<file path="config.mk">
export PLATFORM = sky130hd
export DESIGN_NAME = alu_arbiter
export DESIGN_NICKNAME = d
export VERILOG_FILES = /design/src/rtl/x9_pkg.sv /design/src/rtl/rr_arbiter.sv /design/src/rtl/alu_arbiter.sv
export SDC_FILE = /design/constraint.sdc
export NUM_CORES = 1
export LEC_CHECK = 0
export BUFFER_PORTS_ARGS = -buffer_cell sky130_fd_sc_hd__buf_2
export CELL_PAD_IN_SITES_DETAIL_PLACEMENT = 1
export CELL_PAD_IN_SITES_GLOBAL_PLACEMENT = 2
export CORE_MARGIN = 2
export CORE_UTILIZATION = 29
export CTS_BUF_LIST = sky130_fd_sc_hd__clkbuf_4 sky130_fd_sc_hd__clkbuf_8
export DETAILED_ROUTE_END_ITERATION = 10
export GPL_TIMING_DRIVEN = 0
export PLACE_DENSITY = 0.91
export SYNTH_ARGS = -nofsm -noshare
export SYNTH_HDL_FRONTEND = slang
export SYNTH_HIERARCHICAL = 1
export SYNTH_SLANG_ARGS = --single-unit
</file>
<file path="constraint.sdc">
create_clock -name clk -period 2.7 [get_ports clk]
set_input_delay 0 -clock clk [delete_from_list [all_inputs] [get_ports clk]]
set_output_delay 0 -clock clk [all_outputs]
set_load 0.01 [all_outputs]
</file>
<file path="src/rtl/x9_pkg.sv">
// Shared types and constants for the 8-bit ALU sharing logic.
// The arbiter never decodes commands; the constants exist for requesters and benches.
package x9_pkg;

    localparam logic [3:0] CMD_ADD  = 4'b0000;
    localparam logic [3:0] CMD_ADC  = 4'b0001;
    localparam logic [3:0] CMD_SUB  = 4'b0010;
    localparam logic [3:0] CMD_SBC  = 4'b0011;
    localparam logic [3:0] CMD_AND  = 4'b0100;
    localparam logic [3:0] CMD_OR   = 4'b0101;
    localparam logic [3:0] CMD_XOR  = 4'b0110;
    localparam logic [3:0] CMD_NOT  = 4'b0111;
    localparam logic [3:0] CMD_SHL  = 4'b1000;
    localparam logic [3:0] CMD_SHR  = 4'b1001;
    localparam logic [3:0] CMD_ROL  = 4'b1010;
    localparam logic [3:0] CMD_ROR  = 4'b1011;
    localparam logic [3:0] CMD_INC  = 4'b1100;
    localparam logic [3:0] CMD_DEC  = 4'b1101;
    localparam logic [3:0] CMD_PASS = 4'b1110;
    localparam logic [3:0] CMD_RXOR = 4'b1111;

    typedef struct packed {
        logic [3:0] cmd;
        logic [7:0] a;
        logic [7:0] b;
        logic       lock;
    } alu_req_t;

    typedef struct packed {
        logic [7:0] rslt;
        logic       sc;
        logic       pari;
        logic       one;
    } alu_rsp_t;

    typedef enum logic {
        ARB_IDLE,
        ARB_LOCKED
    } arb_state_e;

endpackage

</file>
<file path="src/rtl/rr_arbiter.sv">
// Combinational round-robin grant: searches req & mask starting one past ptr, wrapping.
module rr_arbiter #(
    parameter int N  = 2,
    parameter int PW = (N > 1) ? $clog2(N) : 1
) (
    input  logic [N-1:0]  req,
    input  logic [PW-1:0] ptr,
    input  logic [N-1:0]  mask,
    output logic [N-1:0]  gnt
);

    logic w_found;
    int   w_idx;

    always_comb begin
        gnt     = '0;
        w_found = 1'b0;
        w_idx   = 0;
        for (int k = 1; k <= N; k++) begin
            w_idx = (int'(ptr) + k) % N;
            if (!w_found && req[w_idx[PW-1:0]] && mask[w_idx[PW-1:0]]) begin
                gnt[w_idx[PW-1:0]] = 1'b1;
                w_found            = 1'b1;
            end
        end
    end

endmodule

</file>
<file path="src/rtl/alu_arbiter.sv">
// Shares one 8-bit ALU between NREQ requesters: round-robin grant, optional lock for
// carry-chained ops, registered issue stage and registered one-hot response.
module alu_arbiter
    import x9_pkg::*;
#(
    parameter int NREQ     = 2,
    parameter int MAX_LOCK = 4
) (
    input  logic              clk,
    input  logic              reset_n,
    input  logic [NREQ-1:0]   req_valid,
    output logic [NREQ-1:0]   req_ready,
    input  logic [NREQ*4-1:0] req_cmd,
    input  logic [NREQ*8-1:0] req_a,
    input  logic [NREQ*8-1:0] req_b,
    input  logic [NREQ-1:0]   req_lock,
    output logic [NREQ-1:0]   rsp_valid,
    output logic [7:0]        rsp_rslt,
    output logic              rsp_sc,
    output logic              rsp_pari,
    output logic              rsp_one,
    output logic [3:0]        alu_cmd,
    output logic [7:0]        alu_inA,
    output logic [7:0]        alu_inB,
    output logic              alu_sc_i,
    input  logic [7:0]        alu_rslt,
    input  logic              alu_sc_o,
    input  logic              alu_pari,
    input  logic              alu_one
);

    localparam int IW = (NREQ > 1) ? $clog2(NREQ) : 1;
    localparam int CW = $clog2(MAX_LOCK + 1);

    arb_state_e r_state, w_state_next;
    logic [IW-1:0] r_owner, w_owner_next;
    logic [IW-1:0] r_rr_ptr, w_rr_ptr_next;
    logic [CW-1:0] r_lock_cnt, w_lock_cnt_next;

    logic [NREQ-1:0] w_mask, w_gnt;
    logic            w_accept;
    logic [IW-1:0]   w_win_id;
    alu_req_t        w_win_req;

    alu_req_t      r_iss;
    logic          r_iss_vld, r_iss_chain;
    logic [IW-1:0] r_iss_id;
    alu_rsp_t      r_rsp;
    logic          r_rsp_vld;
    logic [IW-1:0] r_rsp_id;
    logic          r_carry;

    // While locked, only the owner's bit survives the mask, so others never see ready.
    assign w_mask = (r_state == ARB_LOCKED) ? (NREQ'(1) << r_owner) : '1;

    rr_arbiter #(.N(NREQ), .PW(IW)) u_rr (
        .req  (req_valid),
        .ptr  (r_rr_ptr),
        .mask (w_mask),
        .gnt  (w_gnt)
    );

    assign req_ready = w_gnt & {NREQ{reset_n}};
    assign w_accept  = |req_ready;

    always_comb begin
        w_win_id  = '0;
        w_win_req = '0;
        for (int i = 0; i < NREQ; i++) begin
            if (w_gnt[i]) begin
                w_win_id       = IW'(i);
                w_win_req.cmd  = req_cmd[i*4 +: 4];
                w_win_req.a    = req_a[i*8 +: 8];
                w_win_req.b    = req_b[i*8 +: 8];
                w_win_req.lock = req_lock[i];
            end
        end
    end

    always_comb begin
        w_state_next    = r_state;
        w_owner_next    = r_owner;
        w_rr_ptr_next   = r_rr_ptr;
        w_lock_cnt_next = r_lock_cnt;
        if (w_accept) begin
            case (r_state)
                ARB_IDLE: begin
                    w_rr_ptr_next = w_win_id;
                    if (w_win_req.lock && MAX_LOCK > 1) begin
                        w_state_next    = ARB_LOCKED;
                        w_owner_next    = w_win_id;
                        w_lock_cnt_next = CW'(1);
                    end
                end
                default: begin
                    // Releasing with rr_ptr at the owner hands the next turn to the others.
                    if (!w_win_req.lock || (int'(r_lock_cnt) + 1 >= MAX_LOCK)) begin
                        w_state_next    = ARB_IDLE;
                        w_rr_ptr_next   = r_owner;
                        w_lock_cnt_next = '0;
                    end else begin
                        w_lock_cnt_next = r_lock_cnt + CW'(1);
                    end
                end
            endcase
        end
    end

    always_ff @(posedge clk or negedge reset_n) begin
        if (!reset_n) begin
            r_state    <= ARB_IDLE;
            r_owner    <= '0;
            r_rr_ptr   <= IW'(NREQ - 1);
            r_lock_cnt <= '0;
        end else begin
            r_state    <= w_state_next;
            r_owner    <= w_owner_next;
            r_rr_ptr   <= w_rr_ptr_next;
            r_lock_cnt <= w_lock_cnt_next;
        end
    end

    // r_iss keeps the last accepted op after it issues, so it also tells whether the
    // next accepted op continues a locked chain from the same requester.
    always_ff @(posedge clk or negedge reset_n) begin
        if (!reset_n) begin
            r_iss       <= '0;
            r_iss_vld   <= 1'b0;
            r_iss_chain <= 1'b0;
            r_iss_id    <= '0;
            r_rsp       <= '0;
            r_rsp_vld   <= 1'b0;
            r_rsp_id    <= '0;
            r_carry     <= 1'b0;
        end else begin
            r_iss_vld <= w_accept;
            if (w_accept) begin
                r_iss       <= w_win_req;
                r_iss_id    <= w_win_id;
                r_iss_chain <= r_iss.lock && (r_iss_id == w_win_id);
            end
            r_rsp_vld <= r_iss_vld;
            if (r_iss_vld) begin
                r_rsp    <= '{rslt: alu_rslt, sc: alu_sc_o, pari: alu_pari, one: alu_one};
                r_rsp_id <= r_iss_id;
                r_carry  <= alu_sc_o;
            end
        end
    end

    assign alu_cmd  = r_iss_vld ? r_iss.cmd : 4'd0;
    assign alu_inA  = r_iss_vld ? r_iss.a : 8'd0;
    assign alu_inB  = r_iss_vld ? r_iss.b : 8'd0;
    assign alu_sc_i = r_iss_vld & r_iss_chain & r_carry;

    always_comb begin
        rsp_valid = '0;
        for (int i = 0; i < NREQ; i++) begin
            rsp_valid[i] = r_rsp_vld && (r_rsp_id == IW'(i));
        end
    end

    assign rsp_rslt = r_rsp.rslt;
    assign rsp_sc   = r_rsp.sc;
    assign rsp_pari = r_rsp.pari;
    assign rsp_one  = r_rsp.one;

endmodule
</file>
==> metrics.txt <==
status finished clean; Slew HR approximately 28%; CTS Buffer Depth 2; vias per cell 4.75; # Max-Cap Violations 0; Synth Area per Inst roughly 11 um2; clock root buffer clkbuf_8; Slowest-stage cell, CP a31oi_1; Leak 1.50 nW; switching portion of total power 37.2%; CTS Buf Count 5; Layout Skew a little under 0.005 ns; WHS 0.00582 ns; Worst-path clk slew 0.09 ns; Core Footprint 7290 um2; Netlist cell types 39; input/output buffers between 90 and 100; final worst path period share a little under nine tenths; sequential share of the synthesized area 49.2%; dpl cell area 2770 um2; die footprint approximately 8300 um2; Yosys top cell area share 48.0%; crit-path max FO 10; Final Power about 2.9 mW; Syn-to-layout area delta 44.3%; sequential power share 39.6%; Final Critical Period roughly 2.3 ns; fin area 3160 um2; number of DRC markers in iteration 0 53; Register-to-Register Setup Slack between 0.5 and 0.6 ns; Critical Path AT 2.30 ns; vias in the first global route roughly 2,400; Synth area leader dfrtp_1; total gr overflow 0; DRC violations left 0; # clock sinks 43; GP Congestion 0.757; Net Sw Power 1.07 mW; Die Ht 90.9 um; Final HPWL DP 4790 um; Slew Limit Fails 0; remaining antenna violation count after routing 0; WL/cell 15.6 um; TritonCTS clock tree done; Mapped Area 2190 um2; worst hold-check path type in -> reg; num rows 31; WP data required 2.70 ns; Setup Buffers After CTS 0; final hold violations 0; nets 392; htree depth 2; CP cell instances buf_2 > nand2b_1 > nand2_1 > a31oi_1 > buf_6 > nand2_2 > buf_2 > inv_1 > buf_2; GRT Total Usage 17.1%; CP max stage delay 0.42 ns; Peak VDD IR 276 uV; Int Power 1.80 mW; synthesized instance count 208; pwr dens 908 nW/um2; largest net degree at the start of global routing 47; clock latency on the worst-skew pair 0.30 ns; layout cells sized above 1 39.4%; Most common cell on crit path buf_2; most frequent cells in the layout buf_2, dfrtp_1, dlygate4sd3_1; warning count from the yosys run 6; Ant. Diodes 0; combinational power share 42.1%; drt pass-1 iters 4; Syn Nets approximately 270; drt total wl 6760 um; Setup violations, final 0; RSZ-0062 raised after global routing no; Worst-Margin Slew between 1 and 1.5 ns; clock share of power between 10% and 20%; f_max 434 MHz; initial antenna violation count 0; Core Util, Final 43.3%; Critical Path End Type output pin; Boundary Pins between 90 and 100; Fin Setup TNS 0 ns; synthesized flop and latch total 43; top cells by area, synth dfrtp_1, and2_1, mux2_2; Die W 90.9 um; Starting Density between 30% and 40%; CP Launch Type flip-flop; WS Path Type reg -> out; first-pass GRT wire length 11,500 um; most common cell after layout, fill and taps aside buf_2; Via Count between 2,000 and 2,500
cell usage after synthesis:
library cell	n
dfrtp_1	42
and2_1	24
o21ai_0	19
a21oi_1	16
nand3b_1	16
o22ai_1	16
mux2_2	12
a22o_1	9
buf_2	8
clkbuf_1	6
nand2_1	6
inv_1	3
o21ai_1	3
and3_1	2
buf_6	2
a21o_1	1
a22o_4	1
a22oi_1	1
a2bb2oi_1	1
a31oi_1	1
a31oi_2	1
clkinv_1	1
dfstp_2	1
ha_1	1
inv_2	1
mux2_1	1
mux2_4	1
nand2_2	1
nand2b_1	1
nand3_1	1
nor2_1	1
nor2b_1	1
nor2b_4	1
nor3_2	1
o211a_1	1
o211ai_1	1
o21ai_4	1
or2_2	1
xnor2_1	1
area by class of cell:
cell class | instances | area [um2]
repair buffers | 119 | 731
well taps | 99 | 124
fillers | 856 | 4130
clock buffers | 5 | 68.8
inverters | 5 | 18.8
multi-input cells | 144 | 1010
clock inverters | 3 | 47.5
flip-flops and latches | 43 | 1080
plain buffers | 16 | 85.1
layer usage:
metal  vias to the layer above  global-route usage (%)  part of all wire [%]
met4                         0                    2.65                  0.55
met2                        50                    32.1                    51
met1                      1005                    21.0                    45
li1                       1004                       -                     -
met3                         4                    2.84                   3.1
met5                         -                       0                     0
cells by family (layout without fill, tap and decap cells):
| group | Yosys count | in the layout | synth area share [%] |
|---|---|---|---|
| AO/OA/AOI/OAI | 72 | 72 | 21.1 |
| XOR/XNOR | 1 | 1 | 0.400 |
| adder cells (fa/ha/maj) | 1 | 1 | 0.571 |
| buffers and inverters | 21 | 148 | 4.74 |
| flip-flops | 43 | 43 | 49.2 |
| multiplexers | 14 | 14 | 7.37 |
| AND/OR/NAND/NOR | 56 | 56 | 16.6 |
flip-flops by register name, summed over array words and instances, names as in the netlist:
signal / cells
r_rsp_id: 1
r_owner: 1
r_iss_id: 1
r_state: 1
rsp_pari: 1
r_iss_vld: 1
r_carry: 1
rsp_one: 1
rsp_rslt: 8
r_rsp_vld: 1
r_rr_ptr: 1
r_lock_cnt: 3
r_iss_chain: 1
r_iss: 21
power groups by stage:
stage | clock [mW] | combinational, mW | sequential [mW]
after floorplan | 0 | 0.755 | 1.13
after global placement | 0 | 1.14 | 1.13
after detailed placement | 0 | 1.19 | 1.15
after CTS | 0.542 | 1.22 | 1.14
after global routing | 0.567 | 1.34 | 1.18
final | 0.527 | 1.21 | 1.13
metrics by stage:
stage | std cells | worst slack (ns)
floorplan | 208 | 0.816
global placement | 399 | 0.552
detailed placement | 399 | 0.518
CTS | 434 | 0.333
global route | 434 | 0.210
finish | 434 | 0.398
path summary, 6_finish.rpt:
check                               start      endpoint  cells after the start
worst max-delay path              r_state  req_ready[1]                      9
worst min-delay path            req_b[12]      r_iss[5]                      3
worst max register to register    r_state       r_owner                      8
worst min register to register  r_iss_vld     r_rsp_vld                      0
max in group asynchronous         reset_n      r_iss[9]                      2
min in group asynchronous         reset_n       r_owner                      2
critical path, delay by kind of cell, from the launching register on:
family | cells | cell delay, ns
buf+inv | 5 | 0.89
compound gates | 1 | 0.42
flops | 1 | 0.37
simple gates | 3 | 0.31
repair_timing:
action | in CTS | in global routing
endpoints found under the setup margin | 0 | 0
gates resized for setup | 0 | 0
hold endpoints to repair | 68 | 0
hold buffers | 27 | 0
(Power assumes the default switching activity.)
